**config.mk**
```make
export PLATFORM = sky130hd
export DESIGN_NAME = ev_sched_flat
export DESIGN_NICKNAME = d
export VERILOG_FILES = /design/src/rtl/ev_sched_if.sv /design/src/rtl/ev_sched.sv /design/src/flat_wrapper.sv
export SDC_FILE = /design/constraint.sdc
export NUM_CORES = 1
export LEC_CHECK = 0
export BUFFER_PORTS_ARGS = -buffer_cell sky130_fd_sc_hd__buf_2
export CORE_ASPECT_RATIO = 0.8
export CORE_MARGIN = 2
export CORE_UTILIZATION = 55
export DETAILED_ROUTE_END_ITERATION = 8
export GPL_TIMING_DRIVEN = 1
export PLACE_DENSITY = 0.94
export SLEW_MARGIN = 20
export SYNTH_ARGS = -nofsm -noshare
export SYNTH_HDL_FRONTEND = slang
export SYNTH_SLANG_ARGS = --single-unit
```
**constraint.sdc**
```tcl
create_clock -name clk -period 5.35 [get_ports clk]
set_input_delay 0.2675 -clock clk [delete_from_list [all_inputs] [get_ports clk]]
set_output_delay 0.2675 -clock clk [all_outputs]
set_load 0.02 [all_outputs]
```
**src/rtl/ev_sched_if.sv**
```systemverilog
// rtl/ev_sched_if.sv - requester/drive bundle for ev_sched; EV_SCHED_CANCEL_EN adds cancel/cancelled
interface ev_sched_if #(
    parameter int N_REQ = 4,
    parameter int DW    = 8,
    parameter int CW    = 8
);
    localparam int IW = (N_REQ > 1) ? $clog2(N_REQ) : 1;

    logic [N_REQ-1:0]    req;
    logic [N_REQ*DW-1:0] req_data;
    logic [N_REQ*CW-1:0] req_delay;
    logic [N_REQ-1:0]    ack;
    logic                drv_valid;
    logic [DW-1:0]       drv_data;
    logic [IW-1:0]       drv_id;
    logic                busy;
`ifdef EV_SCHED_CANCEL_EN
    logic                cancel;
    logic                cancelled;

    modport master (
        output req, req_data, req_delay, cancel,
        input  ack, drv_valid, drv_data, drv_id, busy, cancelled
    );
    modport slave (
        input  req, req_data, req_delay, cancel,
        output ack, drv_valid, drv_data, drv_id, busy, cancelled
    );
`else
    modport master (
        output req, req_data, req_delay,
        input  ack, drv_valid, drv_data, drv_id, busy
    );
    modport slave (
        input  req, req_data, req_delay,
        output ack, drv_valid, drv_data, drv_id, busy
    );
`endif
endinterface

```
**src/rtl/ev_sched.sv**
```systemverilog
// rtl/ev_sched.sv - round-robin delayed event scheduler sharing one drive port; EV_SCHED_CANCEL_EN adds WAIT cancel
module ev_sched #(
    parameter int N_REQ = 4,
    parameter int DW    = 8,
    parameter int CW    = 8
) (
    input  logic       clk,
    input  logic       rst,
    ev_sched_if.slave  bus
);
    localparam int IW = (N_REQ > 1) ? $clog2(N_REQ) : 1;

    localparam logic [1:0] S_IDLE = 2'd0;
    localparam logic [1:0] S_WAIT = 2'd1;
    localparam logic [1:0] S_FIRE = 2'd2;

    logic [1:0]       state;
    logic [IW-1:0]    ptr;
    logic [CW-1:0]    cnt;
    logic [DW-1:0]    data_q;
    logic [IW-1:0]    id_q;
    logic [N_REQ-1:0] ack_q;
    logic [DW-1:0]    drv_data_q;
    logic [IW-1:0]    drv_id_q;
    logic             cancel_hit;

    logic             found;
    logic [IW-1:0]    win;
    logic [IW:0]      pos;
    logic [DW-1:0]    sel_data;
    logic [CW-1:0]    sel_delay;
    logic [IW-1:0]    ptr_next;

    // Rotating search from ptr; pos carries one extra bit so non-power-of-two N_REQ wraps correctly
    always_comb begin
        found = 1'b0;
        win   = '0;
        pos   = '0;
        for (int i = 0; i < N_REQ; i++) begin
            pos = {1'b0, ptr} + (IW+1)'(i);
            if (pos >= (IW+1)'(N_REQ))
                pos = pos - (IW+1)'(N_REQ);
            if (!found && bus.req[pos[IW-1:0]]) begin
                found = 1'b1;
                win   = pos[IW-1:0];
            end
        end
    end

    always_comb begin
        sel_data  = '0;
        sel_delay = '0;
        for (int i = 0; i < N_REQ; i++) begin
            if (IW'(i) == win) begin
                sel_data  = bus.req_data[i*DW +: DW];
                sel_delay = bus.req_delay[i*CW +: CW];
            end
        end
    end

    assign ptr_next = (win == IW'(N_REQ-1)) ? '0 : win + 1'b1;

`ifdef EV_SCHED_CANCEL_EN
    logic cancelled_q;

    assign cancel_hit    = bus.cancel;
    assign bus.cancelled = cancelled_q;

    always_ff @(posedge clk or posedge rst) begin
        if (rst)
            cancelled_q <= 1'b0;
        else
            cancelled_q <= (state == S_WAIT) && bus.cancel;
    end
`else
    assign cancel_hit = 1'b0;
`endif

    always_ff @(posedge clk or posedge rst) begin
        if (rst) begin
            state      <= S_IDLE;
            ptr        <= '0;
            cnt        <= '0;
            data_q     <= '0;
            id_q       <= '0;
            ack_q      <= '0;
            drv_data_q <= '0;
            drv_id_q   <= '0;
        end else begin
            ack_q <= '0;
            case (state)
                S_IDLE: begin
                    if (found) begin
                        ack_q  <= {{(N_REQ-1){1'b0}}, 1'b1} << win;
                        ptr    <= ptr_next;
                        data_q <= sel_data;
                        id_q   <= win;
                        if (sel_delay == '0) begin
                            // Zero delay fires straight away, so the drive outputs load from the winner now
                            state      <= S_FIRE;
                            drv_data_q <= sel_data;
                            drv_id_q   <= win;
                        end else begin
                            state <= S_WAIT;
                            cnt   <= sel_delay - 1'b1;
                        end
                    end
                end
                S_WAIT: begin
                    if (cancel_hit) begin
                        state <= S_IDLE;
                    end else if (cnt == '0) begin
                        state      <= S_FIRE;
                        drv_data_q <= data_q;
                        drv_id_q   <= id_q;
                    end else begin
                        cnt <= cnt - 1'b1;
                    end
                end
                S_FIRE:  state <= S_IDLE;
                default: state <= S_IDLE;
            endcase
        end
    end

    assign bus.ack       = ack_q;
    assign bus.drv_valid = (state == S_FIRE);
    assign bus.drv_data  = drv_data_q;
    assign bus.drv_id    = drv_id_q;
    assign bus.busy      = (state != S_IDLE);
endmodule
```
**src/flat_wrapper.sv**
```systemverilog
// flat-port wrapper written by rule: the top's interface ports become plain ports
module ev_sched_flat 
#(
    parameter int N_REQ = 4,
    parameter int DW    = 8,
    parameter int CW    = 8
)
  (clk, rst, bus_req, bus_req_data, bus_req_delay, bus_ack, bus_drv_valid, bus_drv_data, bus_drv_id, bus_busy);
  ev_sched_if #(.N_REQ(N_REQ), .DW(DW), .CW(CW)) bus_i ();
  input  logic clk;
  input  logic rst;
  input wire logic [$bits(bus_i.req)-1:0] bus_req;
  input wire logic [$bits(bus_i.req_data)-1:0] bus_req_data;
  input wire logic [$bits(bus_i.req_delay)-1:0] bus_req_delay;
  output wire logic [$bits(bus_i.ack)-1:0] bus_ack;
  output wire logic [$bits(bus_i.drv_valid)-1:0] bus_drv_valid;
  output wire logic [$bits(bus_i.drv_data)-1:0] bus_drv_data;
  output wire logic [$bits(bus_i.drv_id)-1:0] bus_drv_id;
  output wire logic [$bits(bus_i.busy)-1:0] bus_busy;
  assign bus_i.req = bus_req;
  assign bus_i.req_data = bus_req_data;
  assign bus_i.req_delay = bus_req_delay;
  assign bus_ack = bus_i.ack;
  assign bus_drv_valid = bus_i.drv_valid;
  assign bus_drv_data = bus_i.drv_data;
  assign bus_drv_id = bus_i.drv_id;
  assign bus_busy = bus_i.busy;
  ev_sched #(.N_REQ(N_REQ), .DW(DW), .CW(CW)) u_core (.clk(clk), .rst(rst), .bus(bus_i));
endmodule
```
==> results of run 1 <==
[per-stage QoR]
stage	setup WS [ns]	util [%]	hold slack (ns)
2_1_floorplan	2.25	-	0.434
3_3_place_gp	1.67	65.3	0.389
3_5_place_dp	1.51	65.3	0.393
4_1_cts	1.51	67.7	0.0860
5_1_grt	1.14	67.8	0.140
6_report	1.43	67.8	0.0686
[layer usage]
metal,up-vias,share of wire (%)
met4,0,0.94
met2,79,48
met5,-,0
met1,1182,45
met3,9,6.5
li1,1221,-
[registers in the layout, summed over array words and instances (netlist names)]
signal	count
u_core.ptr	2
u_core.data_q	8
u_core.id_q	2
u_core.state	2
u_core.cnt	8
u_core.bus.drv_data	8
u_core.bus.drv_id	2
u_core.bus.ack	4
[final cells by class]
type	instances	area share, %
Clock inverter	2	1.14
Multi-Input combinational cell	228	48.9
Sequential cell	36	29.3
Inverter	11	1.34
Timing Repair Buffer	88	14.6
Tap cell	60	2.44
Clock buffer	6	2.36
[worst max-delay path, cell delays in order, from the launching register on]
cell	delay, ns
dfrtp_1	0.36
inv_1	0.09
a221o_1	0.34
a32oi_1	0.18
nor2b_1	0.31
ha_1	0.80
a21oi_1	0.13
a21oi_1	0.42
nor4_4	0.11
o22ai_2	0.34
or2_1	0.39
mux2_4	0.34
[worst max-delay path by stage]
stage / startpoint / end / slack, ns / depth (start not counted)
after detailed placement: bus_req[3] / u_core.cnt[0] / 1.51 / 12
after CTS: u_core.ptr[0] / u_core.cnt[0] / 1.51 / 11
after global placement: bus_req[3] / u_core.cnt[0] / 1.67 / 12
after floorplan: u_core.ptr[0] / u_core.bus.drv_data[0] / 2.25 / 14
final: u_core.ptr[0] / u_core.cnt[0] / 1.43 / 11
after global routing: u_core.ptr[0] / u_core.cnt[0] / 1.14 / 12
[cell families (layout without fill, tap and decap cells)]
kind of cell,after synthesis,in the layout,synth area share [%]
AO/OA/AOI/OAI,93,93,22.8
flip-flops,36,36,35.2
buffers and inverters,30,107,6.02
AND/OR/NAND/NOR,108,108,24.1
multiplexers,18,18,8.02
adder cells (fa/ha/maj),5,5,2.45
XOR/XNOR,4,4,1.37
[power by group]
group	total, mW	internal (mW)	leakage [nW]	switching [mW]
registers	0.436	0.370	0.416	0.0660
logic	0.897	0.367	0.881	0.530
clock network	0.236	0.138	0.0552	0.0978
[layout by cell type (no fill, tap or decap), drive strengths merged, types with 11 or more instances in the layout]
cell type,Yosys,final
dfrtp,36,36
nor2b,18,18
a21oi,40,40
mux2,14,14
nor2,16,16
inv,11,11
o21ai,21,21
buf,12,88
nand2,24,24
nor3,15,15
==> summary.md, run 1 <==
| Metric | Value |
|---|---|
| Status | `finished clean` |
| Type of the worst min-delay path | `input port to async pin` |
| EDFF count, synth | `0` |
| Final setup fails | `0` |
| CTS tree | `done` |
| RSZ-0062 raised after global routing | `false` |
| CTS Hold Bufs | `0` |
| Post-route cell area | `3080 µm²` |
| DIE AREA | `5210 µm²` |
| Via count | `2491` |
| Antenna diodes | `0` |
| Register Area | `901 µm²` |
| Starting Density | `56.3%` |
| TritonRoute pass-1 iters | `4` |
| CTS root buf | `clkbuf_8` |
| DP Area | `2970 µm²` |
| Die H | `65.0 µm` |
| Vias in the first global route | `2339` |
| Total Neg Setup Slack | `0 ns` |
| Vias per cell | `5.78` |
| Peak VDD IR | `329 µV` |
| Share of cells above drive strength 1 | `29.9%` |
| Placer Congestion | `0.992` |
| Synth Register Bits | `36` |
| Placed Cells | `423` |
| CTS clk-pin slew, worst paths | `0.07 ns` |
| Setup bufs post-CTS | `0` |
| Global route total overflow | `0` |
| CTS Buf Count | `5` |
| Ys Warns | `0` |
| Post-DR wirelength/cell | `15.6 µm` |
| Type of origin of the critical path | `register` |
| Worst Path Arrival | `4.10 ns` |
| Top cell type by total area after synthesis | `dfrtp_1` |
| I/O Pins | `86` |
| First-pass GRT wire length | `10700 µm` |
| Clock Skew | `0.00241 ns` |
| Reg2reg start | `u_core.ptr[0]` |
| Most Crowded Layer GR | `met2` |
| Max-slew violation count | `0` |
| Tmin final | `3.92 ns` |
| Overall Global Routing Usage | `26.5%` |
| Initial antenna violation count | `0` |
| H-Tree Depth | `2` |
| Max_cap viols | `0` |
| Power Dens Cells | `510 nW/µm²` |
| Setup Crit Path Kind | `register to register` |
| Synthesized area per cell | `8.70 µm²` |
| Nets@finish | `445` |
| Total design power | `1.57 mW` |
| Slew margin rel. | `29.4%` |
| Final period util | `73.3%` |
| Initial drt markers | `259` |
| ANT nets after route | `0` |
| Layout area overhead | `20.4%` |
| DP HPWL | `4930 µm` |
| Syn_nets | `369` |
| Fillcell total | `365` |
| Met1 Use GR | `36.0%` |
| Rows | `22` |
| Synthesized area | `2560 µm²` |
| Leakage | `1.35 nW` |
| Non-filler cells, final | `431` |
| Worst-Margin Slew | `1.06 ns` |
| Post-route DRC | `0` |
| Max Fclk | `255 MHz` |
| Final wirelength | `6710 µm` |
| Seq/Total Area, Yosys | `35.2%` |
| Worst-case reg-to-reg path depth | `11` |
| Core ar. | `4540 µm²` |
| Required time worst endpoint | `5.53 ns` |
| Endpoint class of the critical path | `register` |
| Multi-input gate area | `1510 µm²` |
| GR Layer Usage met2 | `43.3%` |
| Cell variety after synth | `51` |
| Post-CTS sizing | `0` |
| Clock sinks | `36` |
| Async set or reset register ratio after synthesis | `100%` |
| Final Hold Fails | `0` |
| Buffers on Ports | `85` |
| R2R Setup Slk | `1.43 ns` |
| Worst-skew pair later-pin latency | `0.29 ns` |
| Largest net degree at the start of global routing | `37` |
| Capturing point of the worst reg2reg path | `u_core.cnt[0]` |
| M3 GR Usage | `6.13%` |
| Post-synthesis instance total | `294` |
| Post-synth top cells | `a21oi_1 (38), dfrtp_1 (36), nand2_1 (24)` |
| Crit path max fanout | `27` |
| Share of the synthesized area in the top cell type | `35.2%` |
| Count leader, synth | `a21oi_1` |
| Die X | `80.2 µm` |
| Ys flop type | `dfrtp_1` |
| CTS max path bufs | `2` |
| Ranking of synthesized cells by area | `dfrtp_1 (35%), a21oi_1 (7.4%), mux2_1 (4.4%), nor2b_1 (4.4%), o21ai_0 (4.1%)` |
Note: power is estimated with default switching activity, not from simulation.
==> inputs of run 2 (changes only) <==
- ABC_AREA: not set -> 1
- CORE_UTILIZATION: 55 -> 52
- PLACE_DENSITY: 0.94 -> 0.89
- clock period: 5.35 -> 3.85 ns (I/O delays scaled with it)
==> run 2 against run 1 <==
The run now ends with hold timing left; sequential cell count unchanged; via count up 18%; utilization down 3.1 points; area after synthesis up 4.8%; die area up 10%; non-clock buffer count up 2; sequential share of layout area down 1.3 points; clock skew up 0.0018 ns; critical endpoint is now u_core.cnt[4]; highest routed layer unchanged.
==> summary.md, run 2 <==
| Metric | Value |
|---|---|
| Status | `complete, but fails checks` |
| Failing checks | `hold timing` |
| Slew margin rel. | `51.5% (+22 points)` |
| Post-synthesis instance total | `401 (+36%)` |
| DP HPWL | `5430 µm (+10%)` |
| Crit path max fanout | `12 (-56%)` |
| Post-route cell area | `3220 µm² (+4.6%)` |
| Final wirelength | `7360 µm (+9.6%)` |
| Most frequent cells in the layout | `nand2_1 (156), buf_2 (85), dfrtp_1 (35)` |
| Initial drt markers | `229 (-12%)` |
| Buffers on Ports | `85 (unchanged)` |
| Ranking of synthesized cells by area | `dfrtp_1 (34%), nand2_1 (22%), nor2_1 (4.8%), a21oi_1 (4.7%), inv_1 (4.2%)` |
| Top cell type by total area after synthesis | `dfrtp_1` |
| RSZ-0062 raised after global routing | `false` |
| Setup WS post-layout | `0.353 ns (-1.07 ns)` |
| Placed Cells | `536 (+27%)` |
| Rows | `23 (+4.5%)` |
| Max-slew violation count | `0 (unchanged)` |
| DIE AREA | `5750 µm² (+10%)` |
| Worst-case reg-to-reg path depth | `24 (+13)` |
| I/O Pins | `86 (unchanged)` |
| Fillcell total | `451 (+24%)` |
| Capturing point of the worst reg2reg path | `u_core.cnt[4]` |
| Non-filler cells, final | `544 (+26%)` |
| Largest net degree at the start of global routing | `37 (unchanged)` |
| ANT nets after route | `0 (unchanged)` |
| Seq/Total Area, Yosys | `33.6% (-1.6 points)` |
| TritonRoute pass-1 iters | `5 (+1)` |
| Layout area overhead | `20.2%` |
| EDFF count, synth | `0 (unchanged)` |
| Clock sinks | `36 (unchanged)` |
| Critical path cell sequence | `inv_1, nand2_1, nand2_2, nand2_1, nand2_2, inv_1, nand2_1, nand3_1, nand3_1, inv_1, ha_1, buf_4, a21oi_1, nand2_1, nand2_1, nand3_1, nand2_1, ha_1, inv_1, nor2_1, nand2_1, xor2_1, nand2_1, nand2_1` |
| Critical-path top delay cell | `dfrtp_2` |
| Initial antenna violation count | `0 (unchanged)` |
| Synthesized area | `2680 µm² (+4.8%)` |
| Max_cap viols | `0 (unchanged)` |
| Type of origin of the critical path | `register` |
| Vias per cell | `5.41 (-6.4%)` |
| Syn_nets | `476 (+29%)` |
| H-Tree Depth | `2 (unchanged)` |
| CTS Buf Count | `5 (unchanged)` |
| Setup Crit Path Kind | `register to register` |
| Async set or reset register ratio after synthesis | `100% (unchanged)` |
| Family with the most delay on the worst path | `simple AND/OR/NAND/NOR gates` |
| Final Hold Fails | `11 (+11)` |
| Placer Congestion | `0.883 (-11%)` |
| Worst-Margin Slew | `0.727 ns (-0.333 ns)` |
| Reg2reg start | `u_core.ptr[0]` |
| CTS clk-pin slew, worst paths | `0.08 ns (about the same)` |
| CTS root buf | `clkbuf_8` |
| Synthesized area per cell | `6.68 µm² (-23%)` |
| Via count | `2943 (+18%)` |
| CP most frequent cell | `nand2_1` |
| Overall Global Routing Usage | `26.6% (+0.061 points)` |
| Type of the worst min-delay path | `input port to async pin` |
| Count leader, synth | `nand2_1` |
| First-pass GRT wire length | `12200 µm (+13%)` |
| Min Hold Slack | `-0.00634 ns (-0.0749 ns)` |
| Endpoint class of the critical path | `register` |
| R2R Setup Slk | `0.35 ns (-1.07 ns)` |
| Required time worst endpoint | `4.04 ns (-1.49 ns)` |
| Ys Warns | `0 (unchanged)` |
| Worst-skew pair later-pin latency | `0.30 ns (about the same)` |
| Clock Skew | `0.00423 ns (+0.00182 ns)` |
| CTS max path bufs | `2 (unchanged)` |
| Final period util | `90.8% (+17 points)` |
| Die X | `84.3 µm (+5.0%)` |
| Synth Register Bits | `36 (unchanged)` |
| Pre-CTS setup slack | `0.232 ns (-1.28 ns)` |
| Post-synth top cells | `nand2_1 (156), dfrtp_1 (36), nor2_1 (34)` |
| Max Fclk | `286 MHz (+12%)` |
| Final setup fails | `0 (unchanged)` |
| Buf/Inv on CP | `5 (+4)` |
| Post-DR wirelength/cell | `13.5 µm (-13%)` |
| CTS tree | `done` |
| Antenna diodes | `0 (unchanged)` |
| Nets@finish | `556 (+25%)` |
| DP Area | `3110 µm² (+4.8%)` |
| Tmin final | `3.50 ns (-0.427 ns)` |
| Starting Density | `53.8% (-2.5 points)` |
| Ys flop type | `dfrtp_1` |
| Most common cell after layout, fill and taps aside | `nand2_1` |
| Worst Path Arrival | `3.69 ns (-0.41 ns)` |
| Die H | `68.2 µm (+5.0%)` |
| Global route total overflow | `0 (unchanged)` |
| Total Neg Setup Slack | `0 ns (unchanged)` |
| CP max stage delay | `0.49 ns (-0.31 ns)` |
| Share of the synthesized area in the top cell type | `33.6% (-1.6 points)` |
| Cell variety after synth | `31 (-39%)` |
| Vias in the first global route | `2719 (+16%)` |
| Setup bufs post-CTS | `0 (unchanged)` |
| Post-route DRC | `0 (unchanged)` |
| Share of cells above drive strength 1 | `25.9% (-4.0 points)` |
| Core ar. | `4980 µm² (+9.6%)` |
run 2: cell types whose count changed after synthesis, moves of 8 or more:
cell / change
nor2_1: +18
nand3_1: +19
nor3_1: -13
inv_1: +20
mux2_1: -10
nor2b_1: -18
a22o_1: +8
nand3b_1: -8
o21ai_1: +8
a221oi_1: -9
nand2_1: +132
a21oi_1: -13
run 2: worst max path at each step:
stage / to / cells past startpoint / startpoint
4_1_cts: u_core.cnt[4] / 24 / u_core.ptr[0]
5_1_grt: u_core.cnt[4] / 23 / u_core.ptr[0]
3_5_place_dp: u_core.cnt[4] / 24 / u_core.ptr[0]
6_report: u_core.cnt[4] / 24 / u_core.ptr[0]
3_3_place_gp: u_core.cnt[4] / 24 / u_core.ptr[0]
2_1_floorplan: u_core.cnt[4] / 24 / u_core.ptr[0]
run 2: repair_timing:
action,CTS,global route
resized for setup,0,2
endpoints found under the setup margin,0,19
endpoints found under the hold margin,0,0
hold buffers,0,0
run 2: worst min-delay path, cell delays in order:
cell and delay [ns]:
buf_2 0.09, inv_1 0.04, buf_4 0.41
run 2: cells by family (layout without fill, tap and decap cells):
logic type,Yosys count,in the layout,synth area share (%)
AND/OR/NAND/NOR,236,236,37.8
AO/OA/AOI/OAI,64,64,14.1
buffers and inverters,51,132,9.01
flip-flops,36,36,33.6
multiplexers,6,6,2.24
adder cells (fa/ha/maj),5,5,2.33
XOR/XNOR,3,3,0.981
run 2: area by class of cell:
cell class | count | area, µm² | share of cell area, %
clock buffer | 6 | 72.6 | 2.25
clock inverter | 2 | 35.0 | 1.09
inverter | 34 | 130 | 4.04
multi-input combinational | 314 | 1540 | 47.8
sequential | 36 | 902 | 28.0
tap | 62 | 77.6 | 2.41
timing repair buffer | 90 | 463 | 14.4
run 2: metrics by stage:
step                hold WS [ns]  utilization, %
detailed placement         0.330            62.5
global placement           0.320            62.5
floorplan                  0.359               -
CTS                       0.0137            64.6
global route              0.0594            64.7
finish                  -0.00634            64.7
run 2: routing by layer:
metal,up-vias,wire length [µm],track usage (%)
li1,1433,-,-
met1,1340,3080,33.7
met2,148,3400,44.9
met3,22,722,6.63
met4,0,157,9.27
met5,-,0,0
Power of run 2 is left out: the tool's default activity adds up to more than one toggle a clock period on the data nets, which glitch-free logic cannot reach.
